`config.mk`:
```
export PLATFORM = sky130hd
export DESIGN_NAME = instruction_fetch_pipe
export DESIGN_NICKNAME = d
export VERILOG_FILES = /design/src/rtl/instruction_fetch_pipe.sv
export SDC_FILE = /design/constraint.sdc
export NUM_CORES = 1
export LEC_CHECK = 0
export ABC_AREA = 1
export CAP_MARGIN = 30
export CORE_ASPECT_RATIO = 2
export CORE_MARGIN = 2
export CORE_UTILIZATION = 51
export CTS_BUF_LIST = sky130_fd_sc_hd__clkbuf_8
export DETAILED_ROUTE_END_ITERATION = 6
export GPL_ROUTABILITY_DRIVEN = 0
export PLACE_DENSITY = 0.88
export SYNTH_ARGS = -nofsm -noshare
export SYNTH_HDL_FRONTEND = slang
export SYNTH_SLANG_ARGS = --single-unit
```
`constraint.sdc`:
```
create_clock -name clock -period 3.4 [get_ports clock]
set_input_delay 1.02 -clock clock [delete_from_list [all_inputs] [get_ports clock]]
set_output_delay 1.02 -clock clock [all_outputs]
set_load 0.03 [all_outputs]
```
`src/rtl/instruction_fetch_pipe.sv`:
```
// ---------------------------------------------------------------------------
// instruction_fetch_pipe
//
// Instruction-fetch stage between a synchronous instruction memory (1-cycle
// read latency) and the decode stage. Holds the PC, selects the next PC
// (sequential, absolute redirect or PC-relative redirect), and presents the
// fetched instruction with valid / stall / flush semantics.
//
// Ports:
//   clock            in   system clock, rising-edge state updates
//   reset            in   synchronous active-high reset
//   stall            in   freeze PC and outputs this cycle
//   redirect_en      in   load new PC, flush in-flight fetch (beats stall)
//   redirect_rel     in   0: absolute target, 1: signed offset from pc_plus_1
//   redirect_target  in   absolute address or two's-complement offset
//   imem_addr        out  address to instruction memory (= pc_q)
//   imem_data        in   memory read data for the previous imem_addr
//   instr            out  fetched instruction
//   pc_out           out  address of instr
//   pc_plus_1        out  pc_out + 1, modulo 2^ADDR_W
//   valid            out  instr/pc_out hold a real instruction
// ---------------------------------------------------------------------------
module instruction_fetch_pipe #(
    parameter int unsigned            ADDR_W   = 10,
    parameter int unsigned            DATA_W   = 32,
    parameter logic [ADDR_W-1:0]      RESET_PC = '0
) (
    input  logic              clock,
    input  logic              reset,
    input  logic              stall,
    input  logic              redirect_en,
    input  logic              redirect_rel,
    input  logic [ADDR_W-1:0] redirect_target,
    output logic [ADDR_W-1:0] imem_addr,
    input  logic [DATA_W-1:0] imem_data,
    output logic [DATA_W-1:0] instr,
    output logic [ADDR_W-1:0] pc_out,
    output logic [ADDR_W-1:0] pc_plus_1,
    output logic              valid
);

    localparam logic [ADDR_W-1:0] ONE = {{(ADDR_W-1){1'b0}}, 1'b1};

    logic [ADDR_W-1:0] pc_q,     pc_d;
    logic [ADDR_W-1:0] req_pc_q, req_pc_d;
    logic              req_v_q,  req_v_d;
    logic [DATA_W-1:0] hold_q,   hold_d;
    logic              hold_v_q, hold_v_d;
    logic [ADDR_W-1:0] target;

    assign imem_addr = pc_q;
    assign pc_out    = req_pc_q;
    assign pc_plus_1 = req_pc_q + ONE;
    assign valid     = req_v_q;
    // Once stalled, memory keeps reading pc_q, so the captured word is shown
    // instead of the live read data.
    assign instr     = hold_v_q ? hold_q : imem_data;

    // Relative offset is two's complement; ADDR_W-bit add wraps naturally.
    assign target = redirect_rel ? (pc_plus_1 + redirect_target) : redirect_target;

    always_comb begin
        pc_d     = pc_q;
        req_pc_d = req_pc_q;
        req_v_d  = req_v_q;
        hold_d   = hold_q;
        hold_v_d = hold_v_q;
        if (redirect_en) begin
            // Flush: the word arriving next cycle belongs to the old path.
            pc_d     = target;
            req_v_d  = 1'b0;
            hold_v_d = 1'b0;
        end else if (stall) begin
            if (!hold_v_q) begin
                hold_d   = imem_data;
                hold_v_d = 1'b1;
            end
        end else begin
            req_pc_d = pc_q;
            req_v_d  = 1'b1;
            pc_d     = pc_q + ONE;
            hold_v_d = 1'b0;
        end
    end

    always_ff @(posedge clock) begin
        if (reset) begin
            pc_q     <= RESET_PC;
            req_pc_q <= RESET_PC;
            req_v_q  <= 1'b0;
            hold_q   <= '0;
            hold_v_q <= 1'b0;
        end else begin
            pc_q     <= pc_d;
            req_pc_q <= req_pc_d;
            req_v_q  <= req_v_d;
            hold_q   <= hold_d;
            hold_v_q <= hold_v_d;
        end
    end

endmodule

```
==> results of run 1 <==
state kept, by name (all words and copies together), names as in the netlist:
name / cells
hold_q: 32
imem_addr: 10
pc_out: 10
hold_v_q: 1
valid: 1
cells in the final DEF, fill, tap and decap left out:
| master | count |
|---|---|
| a211oi_1 | 1 |
| a211oi_2 | 29 |
| a21o_1 | 1 |
| a21oi_1 | 18 |
| a221oi_1 | 2 |
| a31oi_1 | 8 |
| buf_12 | 1 |
| buf_2 | 1 |
| buf_4 | 33 |
| clkbuf_8 | 5 |
| clkdlybuf4s50_1 | 78 |
| dfxtp_1 | 54 |
| dlygate4sd2_1 | 1 |
| dlymetal6s2s_1 | 2 |
| fa_1 | 1 |
| ha_1 | 11 |
| inv_1 | 56 |
| inv_2 | 4 |
| nand2_1 | 80 |
| nand3_1 | 16 |
| nand4_1 | 4 |
| nor2_1 | 60 |
| nor2_2 | 2 |
| nor2_8 | 1 |
| nor3_1 | 4 |
| nor3b_2 | 1 |
| o211ai_1 | 3 |
| o21ai_0 | 55 |
| o21ai_1 | 5 |
| o21bai_1 | 1 |
| o221ai_1 | 1 |
| or2_1 | 1 |
| or2_2 | 1 |
| xnor2_1 | 4 |
| xor2_1 | 11 |
worst paths after layout:
check	startpoint	endpoint	slack, ns	cells past startpoint
max	imem_data[30]	instr[30]	0.08	4
min	hold_q[8]	hold_q[8]	0.47	2
max reg2reg	pc_out[1]	imem_addr[9]	0.75	15
min reg2reg	hold_q[8]	hold_q[8]	0.47	2
worst max-delay path, delay by kind of cell:
family / cells / cell delay, ns
buf+inv: 2 / 1.13
simple gates: 2 / 0.15
synth_stat cells, drive strengths merged:
| library cell | n | area [sq um] |
|---|---|---|
| a31oi | 8 | 50.1 |
| nor3b | 1 | 12.5 |
| a211oi | 30 | 370 |
| buf | 8 | 63.8 |
| o211ai | 3 | 22.5 |
| o21bai | 1 | 7.51 |
| fa | 1 | 20.0 |
| a21oi | 18 | 90.1 |
| or2 | 2 | 12.5 |
| nand3 | 16 | 80.1 |
| ha | 11 | 138 |
| o221ai | 1 | 8.76 |
| nand2 | 80 | 300 |
| o21ai | 60 | 300 |
| nand4 | 4 | 25.0 |
| dfxtp | 54 | 1080 |
| clkbuf | 16 | 60.1 |
| xnor2 | 4 | 35.0 |
| xor2 | 11 | 96.3 |
| inv | 58 | 218 |
| nor3 | 4 | 20.0 |
| nor2 | 63 | 258 |
| a21o | 1 | 7.51 |
| a221oi | 2 | 17.5 |
cells by family (layout without fill, tap and decap cells):
group	after synthesis	after routing	synth area share [%]
simple gates	170	170	21.5
buf+inv	82	181	10.4
compound gates	124	124	26.5
xor+xnor	15	15	3.99
flops	54	54	32.8
fa+ha+maj	12	12	4.79
report_power, final:
part	switching, mW	internal, mW
clock	0.195	0.136
combinational	0.322	0.225
sequential	0.0337	0.677
layout make-up:
cell class / count / area (sq um)
inverters: 58 / 218
fillers: 535 / 1820
clock buffers: 5 / 68.8
multi-input cells: 321 / 1870
clock inverters: 2 / 7.51
well taps: 86 / 108
flip-flops and latches: 54 / 1080
repair buffers: 116 / 1090
repair_timing:
action | 4_1_cts | 5_1_grt
endpoints found under the setup margin | 1 | 2
endpoints found under the hold margin | 0 | 0
pin swaps | 0 | 0
resized for setup | 1 | 2
layer usage:
metal | GRT usage, % | part of all wire [%] | vias to the layer above
met3 | 3.85 | 3.7 | 31
li1 | - | - | 1716
met2 | 47.9 | 55 | 109
met4 | 13.9 | 4.9 | 0
met1 | 26.2 | 36 | 1569
met5 | 0 | 0 | -
==> impl_metrics.json, run 1 <==
{
  "crit_chain": "clkdlybuf4s50_1 > nand2_1 > nand2_1 > clkdlybuf4s50_1",
  "fp-row-count": 41,
  "antennaDiodeCount": 0,
  "firstDrtPassIters": 4,
  "antenna_found_initial": 0,
  "critical-path-max-stage-delay_ns": 0.67,
  "syn-instance-count": 457,
  "drt_iter0_markers": 216,
  "criticalPathCategory": "in -> out",
  "rsz0062_at_grt": "false",
  "antenna_left": 0,
  "die_h_um": 118,
  "cts.sinks": 54,
  "p_total_mw": 1.59,
  "status": "finished clean",
  "detail_route.wl_per_cell_um": 14.1,
  "hold_viol": 0,
  "ys_ff_latch": 54,
  "place_ws_ns": -0.0195,
  "die_w_um": 60.8,
  "maxCapViolations": 0,
  "cts_buffer_depth": 2,
  "clk_latency_ns": 0.31,
  "drt_wl_total_um": 9060,
  "ys_warn_count": 0,
  "synth-seq-area-share_pct": 32.8,
  "setup_violations": 0,
  "fin_ws_ns": 0.0796,
  "clkTransAtPathRegs_ns": 0.09,
  "dp.cells": 635,
  "cts_inserted_buffers": 5,
  "vias_per_cell": 5.33,
  "initial_core_util_pct": 52.6,
  "dpl.hpwl_um": 7120,
  "worst_ep_arrival_time_ns": 2.30,
  "post-route-util_pct": 71.0,
  "fmax_ghz": 0.301,
  "final_cell_area_sq_um": 4440,
  "portBuffers": 109,
  "area_growth_pct": 34.8,
  "root_buffer": "clkbuf_8",
  "placed_cell_area_sq_um": 4360,
  "power.density_nw_per_um2": 358,
  "grt_max_degree": 36,
  "coreArea_sq_um": 6260,
  "synth_area_sq_um": 3290,
  "hp-class": "reg -> reg",
  "vdd_ir_drop_max_mv": 0.311,
  "cts_tree": "built",
  "cts_max_level": 2,
  "period_needed_ns": 3.32,
  "cpMaxStageDelayCell": "clkdlybuf4s50_1",
  "whs_ns": 0.471,
  "period_share_pct": 97.7,
  "hold_buffers": 0,
  "grt_pass1_vias": 3234,
  "crit_fanout": 2,
  "grt_pass1_wl_um": 14400,
  "vias": 3425,
  "syn_nets": 516,
  "drc": 0,
  "synth_cell_types": 32,
  "crit_path_end_kind": "output pin",
  "ios": 110,
  "tightest_slew_ns": 0.602,
  "crit_required_ns": 2.38,
  "start_kind": "input pin",
  "cts_setup_buffers": 0,
  "track_usage_pct": 26.2,
  "die_area_sq_um": 7160,
  "syn_avg_cell_area_sq_um": 7.21,
  "nNetsFinal": 615,
  "tns_ns": 0,
  "fin_skew_ns": 0.00478,
  "layout-drive-gt1-share_pct": 14.0,
  "stdcell_count": 642,
  "p_leak_nw": 1.92,
  "slew_headroom_pct": 59.7,
  "drv_slew": 0,
  "gr-total-overflow": 0
}
(Power assumes the default switching activity.)
==> run 2, diff against run 1 <==
Settings changed: ABC_AREA 1 to not set, CORE_UTILIZATION 51 to 50, CTS_CLUSTER_SIZE set to 14.
==> run 2 against run 1 <==
Fmax shrank 0.94%. Highest routed layer unchanged. Largest cell class unchanged. Sequential share of layout area grew 0.36 points. Synthesized area shrank 6.2%. Final area shrank 1.5%. Total power shrank 1.3%. Non-clock buffer count is the same.
==> impl_metrics.json, run 2 <==
{
  "status": "finished clean",
  "hold_viol": 0,
  "multi_input_area_sq_um": 1890,
  "worstReg2RegEnd": "imem_addr[9]",
  "synth_simple_gate_area_share_pct": 17.3,
  "final_cell_area_sq_um": 4380,
  "synth_cell_types": 46,
  "synth_xor_area_share_pct": 5.91,
  "synthMuxAreaShare_pct": 23.3,
  "busiest_layer": "met2",
  "crit_path_end_kind": "output pin",
  "vias": 2883,
  "antenna_found_initial": 0,
  "initial_core_util_pct": 51.4,
  "synth-seq-area-share_pct": 35.0,
  "register_area_sq_um": 1080,
  "drc": 0,
  "synth_compound_area_share_pct": 9.36,
  "critical-path-max-stage-delay_ns": 0.71,
  "netlist_top_cells_count": "dfxtp_1 (54), nor2_1 (47), mux2i_1 (36), nand2_1 (27), mux2_2 (23)",
  "ys_warn_count": 0,
  "area_growth_pct": 41.7,
  "final_common_cell": "clkdlybuf4s50_1",
  "grt_pass1_vias": 2867,
  "synth-edff-count": 0,
  "portBuffers": 109,
  "synth-async-reset-ratio_pct": 0,
  "p_int_mw": 1.09,
  "swShare_pct": 30.4,
  "p_seq_share_pct": 44.4,
  "fin_skew_ns": 0.00753,
  "ys_ff_latch": 54,
  "tightest_slew_ns": 0.626,
  "maxCapViolations": 0,
  "syn-instance-count": 340,
  "placed_cell_area_sq_um": 4260,
  "antenna_left": 0,
  "drt_iter0_markers": 131,
  "crit_family": "buffers and inverters",
  "period_needed_ns": 3.35,
  "setup_violations": 0,
  "grt_util_met1_pct": 24.7,
  "grtUsageMet2_pct": 45.9,
  "largest_reg_flops": 32,
  "fin_ws_ns": 0.0482,
  "cts_buffer_depth": 2,
  "synth_top_family_by_area": "multiplexers",
  "dpl.hpwl_um": 6250,
  "gr-total-overflow": 0,
  "crit_chain": "clkdlybuf4s50_1 > mux2_2 > clkdlybuf4s50_1",
  "regToRegStartpoint": "pc_out[0]",
  "power_switching_mw": 0.477,
  "clock_power_share_pct": 26.4,
  "cts_max_level": 2,
  "root_buffer": "clkbuf_8",
  "criticalPathCategory": "in -> out",
  "cpMaxStageDelayCell": "clkdlybuf4s50_1",
  "synth_area_sq_um": 3090,
  "ys.flop_type": "dfxtp_1",
  "nFillCells": 442,
  "crit_top_cell": "clkdlybuf4s50_1",
  "tns_ns": 0,
  "mostFrequentLayoutCells": "clkdlybuf4s50_1 (102), dfxtp_1 (54), nor2_1 (47)",
  "rsz0062_at_grt": "false",
  "yosys.area.top_type": "dfxtp_1",
  "slew_headroom_pct": 58.1,
  "antennaDiodeCount": 0,
  "crit_required_ns": 2.38,
  "clkTransAtPathRegs_ns": 0.10,
  "p_comb_share_pct": 29.2,
  "fmax_ghz": 0.298,
  "rrSetupSlack_ns": 0.49,
  "firstDrtPassIters": 4,
  "critPathBufInv": 2,
  "period_share_pct": 98.6,
  "vdd_ir_drop_max_mv": 0.251,
  "holdPathEnd": "valid",
  "track_usage_pct": 24.7,
  "grt_max_degree": 55,
  "cts.sinks": 54,
  "place_ws_ns": 0.0451,
  "synthTopCellsByArea": "dfxtp_1 (35%), mux2i_1 (12%), mux2_2 (8.4%)",
  "syn_nets": 399,
  "dp.cells": 500,
  "synth_top_area_share_pct": 35.0,
  "die_h_um": 115,
  "ios": 110,
  "fp-row-count": 40,
  "regMostFlops": "hold_q",
  "hp-start": "valid",
  "die_w_um": 59.6,
  "die_area_sq_um": 6860,
  "hold_depth": 2,
  "vias_per_cell": 5.68,
  "cts_tree": "built",
  "coreArea_sq_um": 6010,
  "drt_wl_total_um": 8270,
  "grt_pass1_wl_um": 13100,
  "hp-class": "reg -> reg",
  "synthAdderAreaFrac_pct": 5.10,
  "grtUsageMet3_pct": 4.39,
  "crit_fanout": 2,
  "p_leak_nw": 1.76,
  "post-route-util_pct": 72.9,
  "synth_most_common_cell": "dfxtp_1",
  "drv_slew": 0,
  "cts_inserted_buffers": 5,
  "worst_ep_arrival_time_ns": 2.33,
  "power.density_nw_per_um2": 358,
  "detail_route.wl_per_cell_um": 16.3,
  "syn_avg_cell_area_sq_um": 9.09,
  "r2r_cells": 11,
  "layout-drive-gt1-share_pct": 11.9,
  "stdcell_count": 508,
  "clk_latency_ns": 0.32,
  "nNetsFinal": 503,
  "start_kind": "input pin"
}
-- run 2: cell count changes after synthesis, sizes merged, moves of 16 or more --
cell	change
o21ai	-56
mux2	+32
inv	-48
mux2i	+36
nand2	-53
a211oi	-21
nor2	-16
-- run 2: per-layer routing --
layer	share of wire, %	vias to the layer above
met4	3.4	0
met1	36	1332
met5	0	-
met2	55	123
li1	-	1405
met3	5.5	23
-- run 2: kinds of logic after synthesis --
logic type | Yosys count
AOI/OAI and AO/OA | 45
xor gates and xnor gates | 20
adders and majority gates | 12
buffers and inverters | 29
DFF | 54
muxes | 68
and+or+nand+nor | 112
-- run 2: worst min-delay path, stage by stage (launching register included) --
cell,delay (ns)
dfxtp_1,0.33
inv_1,0.05
a211oi_1,0.05
-- run 2: worst max path at each step --
stage | to | slack, ns | from | cells after the start
final | instr[16] | 0.05 | imem_data[16] | 3
after global routing | instr[28] | 0.02 | imem_data[28] | 3
after CTS | instr[20] | 0.04 | imem_data[20] | 3
after detailed placement | instr[16] | 0.05 | imem_data[16] | 3
after global placement | instr[16] | 0.06 | imem_data[16] | 3
after floorplan | imem_addr[9] | 0.13 | pc_out[0] | 11
-- run 2: through the flow --
stage,total power [mW],hold WS [ns]
2_1_floorplan,0.977,0.454
3_3_place_gp,1.15,0.449
3_5_place_dp,1.17,0.454
4_1_cts,1.58,0.468
5_1_grt,1.64,0.499
6_report,1.57,0.468
-- run 2: timing repair --
item                                    in CTS  in global routing
hold endpoints to repair                     0                  0
setup buffers                                0                  0
hold buffers                                 0                  0
endpoints found under the setup margin       2                  2
resized for setup                            2                  2
-- run 2: power by group through the flow --
stage / logic (mW) / registers (mW) / clock network [mW]
after floorplan: 0.243 / 0.734 / 0
after global placement: 0.446 / 0.709 / 0
after detailed placement: 0.457 / 0.711 / 0
after CTS: 0.459 / 0.697 / 0.421
after global routing: 0.489 / 0.702 / 0.449
final: 0.458 / 0.697 / 0.414
-- run 2: layout make-up --
cell class	count	area share, %
multi-input cells	257	43.3
clock buffers	8	2.52
well taps	63	1.80
inverters	10	0.915
repair buffers	116	26.8
flip-flops and latches	54	24.7
==> run 3, diff against run 2 <==
Settings changed: CORE_UTILIZATION 50 to 49, CTS_BUF_LIST sky130_fd_sc_hd__clkbuf_8 to not set, GPL_TIMING_DRIVEN set to 0, PLACE_DENSITY 0.88 to 0.86.
==> run 3 against run 2 <==
Clock-buffer cell count fell by 2. Clock power rose by 41%. Fmax rose by 0.10%. Critical path depth did not move. Critical endpoint is now instr[28]. Critical path type unchanged. Non-clock buffer count rose by 10.
==> impl_metrics.json, run 3 (synthesis results as in run 2) <==
{
  "worst_ep_arrival_time_ns": 2.33,
  "antenna_found_initial": 0,
  "slew_headroom_pct": 57.0,
  "final_cell_area_sq_um": 4450,
  "regMostFlops": "hold_q",
  "cts.sinks": 54,
  "drt_wl_total_um": 7620,
  "critical-path-max-stage-delay_ns": 0.61,
  "wl_met1_um": 3360,
  "die_h_um": 116,
  "nFillCells": 519,
  "whs_ns": 0.471,
  "start_kind": "input pin",
  "mostFrequentLayoutCells": "clkdlybuf4s50_1 (105), dfxtp_1 (54), nor2_1 (47)",
  "drc": 0,
  "setup_violations": 0,
  "dpl.hpwl_um": 5770,
  "cts_inserted_buffers": 5,
  "fmax_ghz": 0.299,
  "crit_fanout": 2,
  "crit_family": "buffers and inverters",
  "antenna_left": 0,
  "drt_iter0_markers": 90,
  "period_needed_ns": 3.35,
  "route.met3.wl_um": 541,
  "power.density_nw_per_um2": 389,
  "hold_buffers": 0,
  "firstDrtPassIters": 4,
  "initial_core_util_pct": 49.8,
  "clkTransAtPathRegs_ns": 0.06,
  "criticalPathCategory": "in -> out",
  "cts_tree": "built",
  "cts_buffer_depth": 2,
  "root_buffer": "clkbuf_16",
  "crit_path_end_kind": "output pin",
  "status": "finished clean",
  "crit_required_ns": 2.38,
  "grt_max_degree": 16,
  "nNetsFinal": 513,
  "grt_pass1_wl_um": 12300,
  "final_common_cell": "clkdlybuf4s50_1",
  "cts_setup_buffers": 0,
  "vias_per_cell": 5.35,
  "clk_latency_ns": 0.29,
  "gr-total-overflow": 0,
  "detail_route.wl_per_cell_um": 14.1,
  "die_area_sq_um": 6990,
  "period_share_pct": 98.5,
  "portBuffers": 107,
  "grt_pass1_vias": 2679,
  "tightest_slew_ns": 0.643,
  "routed.top_layer": "met4",
  "crit_chain": "clkdlybuf4s50_1 > mux2_1 > clkdlybuf4s50_1",
  "hold_viol": 0,
  "layout-drive-gt1-share_pct": 10.6,
  "area_growth_pct": 43.9,
  "drv_slew": 0,
  "cpMaxStageDelayCell": "clkdlybuf4s50_1",
  "coreArea_sq_um": 6210,
  "maxCapViolations": 0,
  "placed_cell_area_sq_um": 4270,
  "hp-class": "reg -> reg",
  "antennaDiodeCount": 0,
  "cts_max_level": 2,
  "crit_top_cell": "clkdlybuf4s50_1",
  "vdd_ir_drop_max_mv": 0.381,
  "largest_reg_flops": 32,
  "p_leak_nw": 1.76,
  "dr_wl_met2_um": 3630,
  "tns_ns": 0,
  "ios": 110,
  "die_w_um": 60.1,
  "vias": 2891,
  "rsz0062_at_grt": "false",
  "fp-row-count": 41,
  "fin_skew_ns": 0.00604,
  "track_usage_pct": 22.4,
  "critPathBufInv": 2
}
## run 3: changes by cell type in the layout (fill, tap and decap cells not counted), moves of 5 or more
cell,previous run,this run
clkbuf_16,0,5
clkbuf_1,0,12
clkbuf_8,8,1
buf_4,6,0
## run 3: report_power, final
part	leakage [nW]	total (mW)	switching [mW]	internal (mW)
Sequential	0.442	0.699	0.0326	0.667
Combinational	1.23	0.448	0.234	0.214
Clock	0.0829	0.583	0.219	0.364
Total	1.76	1.73	0.486	1.24
## run 3: path summary, 6_finish.rpt
path                  end  slack (ns)  depth (start not counted)     startpoint
min reg2reg         valid        0.47                          2          valid
min                 valid        0.47                          2          valid
max             instr[28]        0.05                          3  imem_data[28]
max reg2reg  imem_addr[9]        0.52                         11      pc_out[0]
## run 3: worst min-delay path: stages (launching register included)
cell and delay, ns:
dfxtp_1 0.32, inv_1 0.05, a211oi_1 0.05
## run 3: per-stage QoR
step	std cells	utilization [%]	setup slack [ns]	power, mW
floorplan	340	-	0.129	0.977
global placement	533	68.8	0.0510	1.15
detailed placement	533	68.8	0.0485	1.16
CTS	540	71.5	0.0401	1.74
global route	540	71.6	0.0118	1.80
finish	540	71.6	0.0517	1.73
## run 3: layout make-up
| class | count | area, sq um | area share [%] |
|---|---|---|---|
| Clock buffer | 6 | 139 | 3.12 |
| Clock inverter | 1 | 30.0 | 0.675 |
| Multi-Input combinational cell | 257 | 1890 | 42.4 |
| Buffer | 19 | 86.3 | 1.94 |
| Sequential cell | 54 | 1080 | 24.3 |
| Timing Repair Buffer | 107 | 1080 | 24.2 |
| Tap cell | 86 | 108 | 2.42 |
| Inverter | 10 | 40.0 | 0.901 |
## run 3: timing repair
item,in CTS,in global routing
hold endpoints to repair,0,0
setup endpoints to repair,0,32
gates resized for setup,0,5
## run 3: routing by layer
metal	vias up	GRT usage (%)
li1	1420	-
met1	1360	29.2
met2	103	37.0
met3	8	5.09
met4	0	5.33
met5	-	0
==> RTL edit: new RTL, settings of run 2 <==
Change the parameter `ADDR_W` from 10 to 9.
--- a/src/rtl/instruction_fetch_pipe.sv
+++ b/src/rtl/instruction_fetch_pipe.sv
@@ -22,5 +22,5 @@
 // ---------------------------------------------------------------------------
 module instruction_fetch_pipe #(
-    parameter int unsigned            ADDR_W   = 10,
+    parameter int unsigned            ADDR_W   = 9,
     parameter int unsigned            DATA_W   = 32,
     parameter logic [ADDR_W-1:0]      RESET_PC = '0
Interface: changed (resized imem_addr, pc_out, pc_plus_1 and redirect_target); port bits go from 110 to 106. No check against the original RTL was run, so the function may have changed too.
==> RTL edit against run 2 <==
Total power down 6.4%; sequential cell count is 2 lower; wire length down 6.2%; design area shrank 4.9%; clock power fell by 14%; setup slack worse by 0.024 ns; synthesized area is 5.3% lower; clock skew hardly changed; via count fell by 7.7%.
==> RTL edit: results (changes against run 2) <==
* Placed Cells at 468 (-6.4%)
* Vias at 2662 (-7.7%)
* Layout clock buffer count at 6 (-2)
* Final HPWL from detailed placement at 5960 um (-4.7%)
* Worst Max-Slew Pin Slew at 0.610 ns (-0.0163 ns)
* Outcome: complete, no violations
* Finished Cell Area at 4160 um2 (-4.9%)
* Met2 Track Usage GR at 46.2% (+0.28 points)
* Layout area overhead at 42.2%
* IO Port Bufs at 105 (-3.7%)
* Worst path max stage delay at 0.69 ns (-0.02 ns)
* HP Class: reg2reg
* Synth Area in Adders at 5.39% (+0.28 points)
* Data buffer area share at 27.5% (+0.66 points)
* Number of flops mapped to enable cells by yosys at 0 (unchanged)
* Post_cts resized at 0 (-2)
* Grt met3 use at 4.38% (-0.0091 points)
* Complex-gate fraction of the synthesized area at 9.32% (-0.036 points)
* Area of the multi-input gates at 1780 um2 (-5.9%)
* Largest cells by area after synthesis: dfxtp_1 (36%), mux2i_1 (13%), mux2_2 (9.2%)
* Largest net degree at the start of global routing at 34 (-38%)
* Place WS at 0.0372 ns (-0.00784 ns)
* Net Sw Power at 0.000449 W (-5.8%)
* Syn Inst Count at 314 (-7.6%)
* Post-synthesis mux area share at 25.3% (+2.0 points)
* Net Count, Synth at 372 (-6.8%)
* Routed wl met2 at 4410 um (-2.8%)
* Bufs w/o clock at 112 (-3.4%)
* Met3 wire length at 389 um (-15%)
* Post-synth cell types at 36 (-22%)
* Synth Register Bits at 52 (-3.7%)
* First-pass GRT wire length at 12400 um (-4.9%)
* Area after DPL at 4070 um2 (-4.7%)
* Final WL at 7760 um (-6.2%)
* Worst EP arrival at 2.36 ns (+0.03 ns)
* Clk tree area frac at 2.16% (-0.35 points)
* DRT iter0 DRCs at 80 (-39%)
* Most frequent cells after synthesis: dfxtp_1 (52), nor2_1 (47), mux2i_1 (38)
* Final Skew at 0.00735 ns (-0.000183 ns)
* Total GRT Usage at 24.6% (-0.10 points)
* Sequential area share after synthesis at 35.6% (+0.58 points)
* Fillcell total at 413 (-6.6%)
* Sequential cell area share at 25.0% (+0.31 points)
* GR Layer Usage met1 at 23.4% (-1.4 points)
* Count of multi-input gates at 235 (-8.6%)
* Wl on met1 at 2610 um (-13%)
* Layout cells sized above 1 at 10.8% (-1.1 points)
* Peak VDD IR at 0.379 mV (+51%)
## RTL edit: cell types whose count changed after synthesis, sizes merged, moves of 4 or more
| cell | before | now |
|---|---|---|
| a211oi | 9 | 4 |
| a21oi | 20 | 15 |
| nand2 | 27 | 14 |
| nand3 | 11 | 5 |
| nand4 | 1 | 5 |
| nor3 | 5 | 1 |
| o21ai | 4 | 15 |
| xnor2 | 14 | 19 |
## RTL edit: power by group through the flow
stage / clock (W) / combinational [W] / sequential (W)
3_5_place_dp: 0 / 0.000442 / 0.000685
5_1_grt: 0.000382 / 0.000470 / 0.000677
6_report: 0.000355 / 0.000441 / 0.000672
3_3_place_gp: 0 / 0.000432 / 0.000684
2_1_floorplan: 0 / 0.000235 / 0.000706
4_1_cts: 0.000364 / 0.000444 / 0.000672
## RTL edit: worst paths after layout
path                  end  slack [ns]     startpoint  cells after the start
min                 valid        0.46          valid                      2
max reg2reg  imem_addr[8]        0.62      pc_out[1]                      9
max             instr[14]        0.02  imem_data[14]                      3
min reg2reg         valid        0.46          valid                      2
